`src/rtl/fcmp_pipe.sv`:
```
// Pipelined FloPoCo-format floating-point comparator with valid/ready handshake.
// One or two register stages; back-pressure freezes every stage together.
module fcmp_pipe #(
    parameter int WE     = 7,
    parameter int WF     = 7,
    parameter int TAG_W  = 4,
    parameter int STAGES = 2
) (
    input  logic                 clk,
    input  logic                 rst_n,
    input  logic                 in_valid,
    output logic                 in_ready,
    input  logic [WE+WF+2:0]     x,
    input  logic [WE+WF+2:0]     y,
    input  logic [2:0]           op,
    input  logic [TAG_W-1:0]     in_tag,
    output logic                 out_valid,
    input  logic                 out_ready,
    output logic                 result,
    output logic                 lt,
    output logic                 eq,
    output logic                 gt,
    output logic                 unordered,
    output logic [TAG_W-1:0]     out_tag
);

    localparam int W = WE + WF + 3;
    localparam int M = WE + WF;

    typedef enum logic [1:0] {
        EXN_ZERO = 2'b00,
        EXN_NORM = 2'b01,
        EXN_INF  = 2'b10,
        EXN_NAN  = 2'b11
    } exn_e;

    typedef enum logic [2:0] {
        OP_LT    = 3'd0,
        OP_LE    = 3'd1,
        OP_EQ    = 3'd2,
        OP_NE    = 3'd3,
        OP_GT    = 3'd4,
        OP_GE    = 3'd5,
        OP_UNORD = 3'd6,
        OP_ORD   = 3'd7
    } op_e;

    // Position on the number line: -inf, -normal, zero, +normal, +inf.
    function automatic logic [2:0] rank(input exn_e e, input logic s);
        case (e)
            EXN_NORM: rank = s ? 3'd1 : 3'd3;
            EXN_INF:  rank = s ? 3'd0 : 3'd4;
            default:  rank = 3'd2;
        endcase
    endfunction

    // Whole pipe advances together; the output register gates everything.
    logic adv;
    logic out_valid_q;

    assign adv      = rst_n & (~out_valid_q | out_ready);
    assign in_ready = adv;

    // Input decode (first half of the compare).
    exn_e             d_exn_x, d_exn_y;
    logic             d_sx, d_sy;
    logic             d_mag_lt, d_mag_gt;
    op_e              d_op;
    logic [TAG_W-1:0] d_tag;
    logic             d_valid;

    assign d_exn_x  = exn_e'(x[W-1 -: 2]);
    assign d_exn_y  = exn_e'(y[W-1 -: 2]);
    assign d_sx     = x[M];
    assign d_sy     = y[M];
    assign d_mag_lt = x[M-1:0] < y[M-1:0];
    assign d_mag_gt = x[M-1:0] > y[M-1:0];
    assign d_op     = op_e'(op);
    assign d_tag    = in_tag;
    assign d_valid  = in_valid;

    // Values feeding the combine step, registered or direct depending on depth.
    exn_e             c_exn_x, c_exn_y;
    logic             c_sx, c_sy;
    logic             c_mag_lt, c_mag_gt;
    op_e              c_op;
    logic [TAG_W-1:0] c_tag;
    logic             c_valid;

    if (STAGES == 2) begin : g_two
        exn_e             s1_exn_x_q, s1_exn_y_q;
        logic             s1_sx_q, s1_sy_q;
        logic             s1_mag_lt_q, s1_mag_gt_q;
        op_e              s1_op_q;
        logic [TAG_W-1:0] s1_tag_q;
        logic             s1_valid_q;

        always_ff @(posedge clk) begin
            if (!rst_n) begin
                s1_valid_q <= 1'b0;
            end else if (adv) begin
                s1_valid_q <= d_valid;
            end
        end

        always_ff @(posedge clk) begin
            if (adv) begin
                s1_exn_x_q  <= d_exn_x;
                s1_exn_y_q  <= d_exn_y;
                s1_sx_q     <= d_sx;
                s1_sy_q     <= d_sy;
                s1_mag_lt_q <= d_mag_lt;
                s1_mag_gt_q <= d_mag_gt;
                s1_op_q     <= d_op;
                s1_tag_q    <= d_tag;
            end
        end

        assign c_exn_x  = s1_exn_x_q;
        assign c_exn_y  = s1_exn_y_q;
        assign c_sx     = s1_sx_q;
        assign c_sy     = s1_sy_q;
        assign c_mag_lt = s1_mag_lt_q;
        assign c_mag_gt = s1_mag_gt_q;
        assign c_op     = s1_op_q;
        assign c_tag    = s1_tag_q;
        assign c_valid  = s1_valid_q;
    end else if (STAGES == 1) begin : g_one
        assign c_exn_x  = d_exn_x;
        assign c_exn_y  = d_exn_y;
        assign c_sx     = d_sx;
        assign c_sy     = d_sy;
        assign c_mag_lt = d_mag_lt;
        assign c_mag_gt = d_mag_gt;
        assign c_op     = d_op;
        assign c_tag    = d_tag;
        assign c_valid  = d_valid;
    end else begin : g_bad
        $error("fcmp_pipe: STAGES must be 1 or 2");
    end

    // Combine step: relations plus predicate select.
    logic [2:0] rank_x, rank_y;
    logic       lt_d, eq_d, gt_d, unord_d, result_d;

    always_comb begin
        lt_d     = 1'b0;
        eq_d     = 1'b0;
        gt_d     = 1'b0;
        unord_d  = 1'b0;
        result_d = 1'b0;
        rank_x   = rank(c_exn_x, c_sx);
        rank_y   = rank(c_exn_y, c_sy);

        if (c_exn_x == EXN_NAN || c_exn_y == EXN_NAN) begin
            unord_d = 1'b1;
        end else if (rank_x < rank_y) begin
            lt_d = 1'b1;
        end else if (rank_x > rank_y) begin
            gt_d = 1'b1;
        end else if (rank_x == 3'd1) begin
            // Both negative normals: larger magnitude is the smaller value.
            lt_d = c_mag_gt;
            gt_d = c_mag_lt;
            eq_d = ~(c_mag_lt | c_mag_gt);
        end else if (rank_x == 3'd3) begin
            lt_d = c_mag_lt;
            gt_d = c_mag_gt;
            eq_d = ~(c_mag_lt | c_mag_gt);
        end else begin
            eq_d = 1'b1;
        end

        case (c_op)
            OP_LT:    result_d = lt_d;
            OP_LE:    result_d = lt_d | eq_d;
            OP_EQ:    result_d = eq_d;
            OP_NE:    result_d = ~eq_d;
            OP_GT:    result_d = gt_d;
            OP_GE:    result_d = gt_d | eq_d;
            OP_UNORD: result_d = unord_d;
            OP_ORD:   result_d = ~unord_d;
            default:  result_d = 1'b0;
        endcase
    end

    // Output register.
    logic             result_q, lt_q, eq_q, gt_q, unord_q;
    logic [TAG_W-1:0] out_tag_q;

    always_ff @(posedge clk) begin
        if (!rst_n) begin
            out_valid_q <= 1'b0;
            result_q    <= 1'b0;
            lt_q        <= 1'b0;
            eq_q        <= 1'b0;
            gt_q        <= 1'b0;
            unord_q     <= 1'b0;
            out_tag_q   <= '0;
        end else if (adv) begin
            out_valid_q <= c_valid;
            result_q    <= result_d;
            lt_q        <= lt_d;
            eq_q        <= eq_d;
            gt_q        <= gt_d;
            unord_q     <= unord_d;
            out_tag_q   <= c_tag;
        end
    end

    assign out_valid = out_valid_q;
    assign result    = result_q;
    assign lt        = lt_q;
    assign eq        = eq_q;
    assign gt        = gt_q;
    assign unordered = unord_q;
    assign out_tag   = out_tag_q;

endmodule
```
`config.mk`:
```
export PLATFORM = sky130hd
export DESIGN_NAME = fcmp_pipe
export DESIGN_NICKNAME = d
export VERILOG_FILES = /design/src/rtl/fcmp_pipe.sv
export SDC_FILE = /design/constraint.sdc
export NUM_CORES = 1
export LEC_CHECK = 0
export ABC_AREA = 1
export CAP_MARGIN = 0
export CORE_MARGIN = 10
export CORE_UTILIZATION = 44
export DETAILED_ROUTE_END_ITERATION = 10
export GPL_ROUTABILITY_DRIVEN = 0
export PLACE_DENSITY_LB_ADDON = 0.3
export SYNTH_ARGS = -nofsm -noshare
export SYNTH_HDL_FRONTEND = slang
export SYNTH_SLANG_ARGS = --single-unit
```
`constraint.sdc`:
```
create_clock -name clk -period 2 [get_ports clk]
set_input_delay 0.4 -clock clk [delete_from_list [all_inputs] [get_ports clk]]
set_output_delay 0.4 -clock clk [all_outputs]
set_load 0.03 [all_outputs]
```
==> results.cfg <==
[logic_synthesis]
synth.avg_cell_area_um2 = 8.39
ys_warn_count = 0
syn_inst = 179
syn-num-nets = 240
synth.top_cell.area_share_pct = 30.0
synthMostInstantiatedCell = inv_1
synth_commonest_cells = inv_1 (32), nand2_1 (29), nor2_1 (21)
synth-adder-area-share_pct = 13.3
synthSimpleGateAreaFrac_pct = 22.6
synth-main-ff-cell = edfxtp_1
synth_top_family_by_area = simple AND/OR/NAND/NOR gates
syn-cell-area_um2 = 1500
synth.largest_area_cell = edfxtp_1
synthMuxAreaShare_pct = 0
ys_seq_elements = 26
synth_edf_count = 15
async_flop_share_pct = 0
synthXorXnorAreaFrac_pct = 0
ys_types = 24
ys_seq_area_share_pct = 44.7
synth.top_cells.by_area = edfxtp_1 (30%), dfxtp_1 (15%), ha_1 (13%)
synth-compound-area-share_pct = 10.7

[die]
die_w_um = 78.4
row_count = 21
core_region_area_um2 = 3310
dieArea_um2 = 6150
die_y_um = 78.4
ios = 56
start_util_pct = 45.4

[power_and_ir_drop]
vdd_drop_max_mv = 0.266
switching_share_pct = 27.0
power_frac_seq_pct = 48.0
p_leak_nw = 1.03
p_clk_share_pct = 23.1
intPower_uw = 956
powerDensity_nw_per_um2 = 570
p_total_mw = 1.31
p_switching_uw = 354
p_comb_share_pct = 28.9

[clocking]
cts_hold_buf = 0
root_buffer = clkbuf_4
cts_sinks = 26
cts_buffer_depth = 2
cts_buffers = 3
htree_levels = 1
path_clk_slew_ns = 0.14
cts_tree = yes
clk_latency_ns = 0.31

[timing]
layout_min_cycle_time_ns = 1.87
fmax_ghz = 0.535
tightest_slew_ns = 0.336
finClkSkew_ns = 0.00209
setup_viol_count_final = 0
relSlewSlack_pct = 77.5
setup_slack_ns = 0.131
finalCritPeriodShare_pct = 93.5
maxSlewViolCount = 0
final_hold_viol_count = 0

[worst_setup_path]
cp_top_family = simple AND/OR/NAND/NOR gates
rr_startpoint = c_exn_y[0]
max_stage_delay_ns = 0.44
reg2reg_to = result
path_buf_inv = 2
path_common_cell = nand2_1
reg2reg_slack_ns = 0.13
crit_slowest_cell = edfxtp_1
critPathLaunchType = flip-flop
end_kind = flip-flop
crit_fanout = 4
reg2reg_depth = 13
worstSetupPathType = reg2reg
critical_path_arrival_ns = 2.10
crit_required_ns = 2.23
path_cells = inv_2 > nand2_2 > or2_4 > ha_4 > nand4_1 > nor2_2 > nand3_4 > nand2_1 > nand2_1 > clkinv_1 > nand3_2 > nand2_1 > nand2_1

[detailed_routing]
drt_iter0_markers = 57
dr.pass1.iters = 4
via_per_inst = 4.58
post-route-drc-count = 0
num_vias = 1351
finalWirelength_um = 3300
antenna_left = 0
wl_per_cell_um = 11.2

[final_layout]
nets = 311
syn2layout_area_growth_pct = 53.1
fillCellCount = 270
drive_gt1_share_pct = 14.9
num_antenna_cells = 0

[grt]
grt_pass1_wl_um = 5720
grt-ovfl-total = 0
grt_max_degree = 16
grt_antenna_before_repair = 0
grt_usage_pct = 11.0
grt_pass1_vias = 1359

[job]
cap_violations = 0

[worst_hold_path]
hold-path-cell-count = 2
hp-start = result
hold_end = result
hold_path_class = reg2reg

[place]
dpl.hpwl_um = 2840
dp_slack_ns = -0.169
io_buffers = 55

[outcome]
outcome = finished, final reports clean
-- through the flow --
stage / util, % / area (µm²) / cells / setup TNS [ns] / hold slack (ns)
final: 69.4 / 2300 / 295 / 0 / 0.460
after global routing: 69.4 / 2300 / 295 / -0.00619 / 0.496
after CTS: 67.4 / 2230 / 294 / 0 / 0.465
after detailed placement: 66.0 / 2180 / 290 / -0.281 / 0.443
after global placement: 66.0 / 2180 / 290 / -0.0728 / 0.440
after floorplan: - / 1500 / 179 / 0 / 0.429
-- placed cells by master (no fill, tap or decap), types with 2 or more instances in the layout --
cell type,count
a21oi_1,10
buf_4,12
clkbuf_4,3
clkdlybuf4s50_1,54
dfxtp_1,11
edfxtp_1,15
ha_1,15
inv_1,31
inv_2,3
nand2_1,26
nand2_2,6
nand3_1,4
nand3_2,4
nand4_1,6
nor2_1,19
nor2_2,3
nor3_1,2
o211ai_1,2
o21ai_0,11
-- cell families (layout without fill, tap and decap cells) --
logic type | count (synthesis) | after routing
AOI/OAI and AO/OA | 28 | 28
adders and majority gates | 16 | 16
buffers and inverters | 35 | 105
DFF | 26 | 26
and+or+nand+nor | 74 | 74
-- worst reg2reg max path: stages (launching register included) --
cell and delay [ns]:
edfxtp_1 0.44, inv_2 0.10, nand2_2 0.05, or2_4 0.23, ha_4 0.28, nand4_1 0.11
nor2_2 0.17, nand3_4 0.10, nand2_1 0.07, nand2_1 0.05, clkinv_1 0.05, nand3_2 0.06
nand2_1 0.06, nand2_1 0.04
-- power by group through the flow --
stage	clock network (mW)	registers (mW)	logic (mW)
floorplan	0	0.669	0.151
global placement	0	0.638	0.351
detailed placement	0	0.640	0.356
CTS	0.313	0.628	0.358
global route	0.342	0.634	0.423
finish	0.303	0.628	0.378
-- layer usage --
layer | GRT usage [%] | vias to the layer above | share of wire (%)
li1 | - | 737 | -
met1 | 11.9 | 581 | 42
met2 | 19.3 | 33 | 51
met3 | 3.76 | 0 | 6.8
met4 | 3.94 | 0 | 0
met5 | 0 | - | 0
-- how the worst max path moves through the flow --
stage                          start       end  slack, ns  depth (start not counted)
after global routing      c_exn_y[0]    result     -0.006                         15
final                     c_exn_y[0]    result       0.13                         13
after global placement          y[1]  c_mag_gt      -0.06                         11
after detailed placement        y[5]  c_mag_gt      -0.17                         11
after CTS                 c_exn_y[0]    result       0.01                         12
after floorplan           c_exn_y[0]    result       0.14                         12
-- sequential cells by signal, summed over array words and instances, names as in the netlist --
| name | flops |
|---|---|
| c_sx | 1 |
| c_exn_y | 2 |
| c_exn_x | 2 |
| lt | 1 |
| eq | 1 |
| unordered | 1 |
| c_valid | 1 |
| c_tag | 4 |
| c_op | 3 |
| result | 1 |
| c_sy | 1 |
| out_tag | 4 |
| c_mag_gt | 1 |
| gt | 1 |
| out_valid | 1 |
| c_mag_lt | 1 |
-- cell type report --
type                            count  area [µm²]  share of cell area, %
Multi-Input combinational cell    118         761                   33.1
Sequential cell                    26         671                   29.2
Timing Repair Buffer               66         631                   27.4
Inverter                           35         131                   5.72
Tap cell                           46        57.6                   2.50
Clock buffer                        4        47.5                   2.07
-- repair_timing --
| item | 4_1_cts | 5_1_grt |
|---|---|---|
| hold endpoints to repair | 0 | 0 |
| buffers inserted | 0 | 1 |
| setup endpoints to repair | 0 | 2 |
| gates resized for setup | 0 | 13 |
No activity file was read; power rests on OpenSTA's default activity.
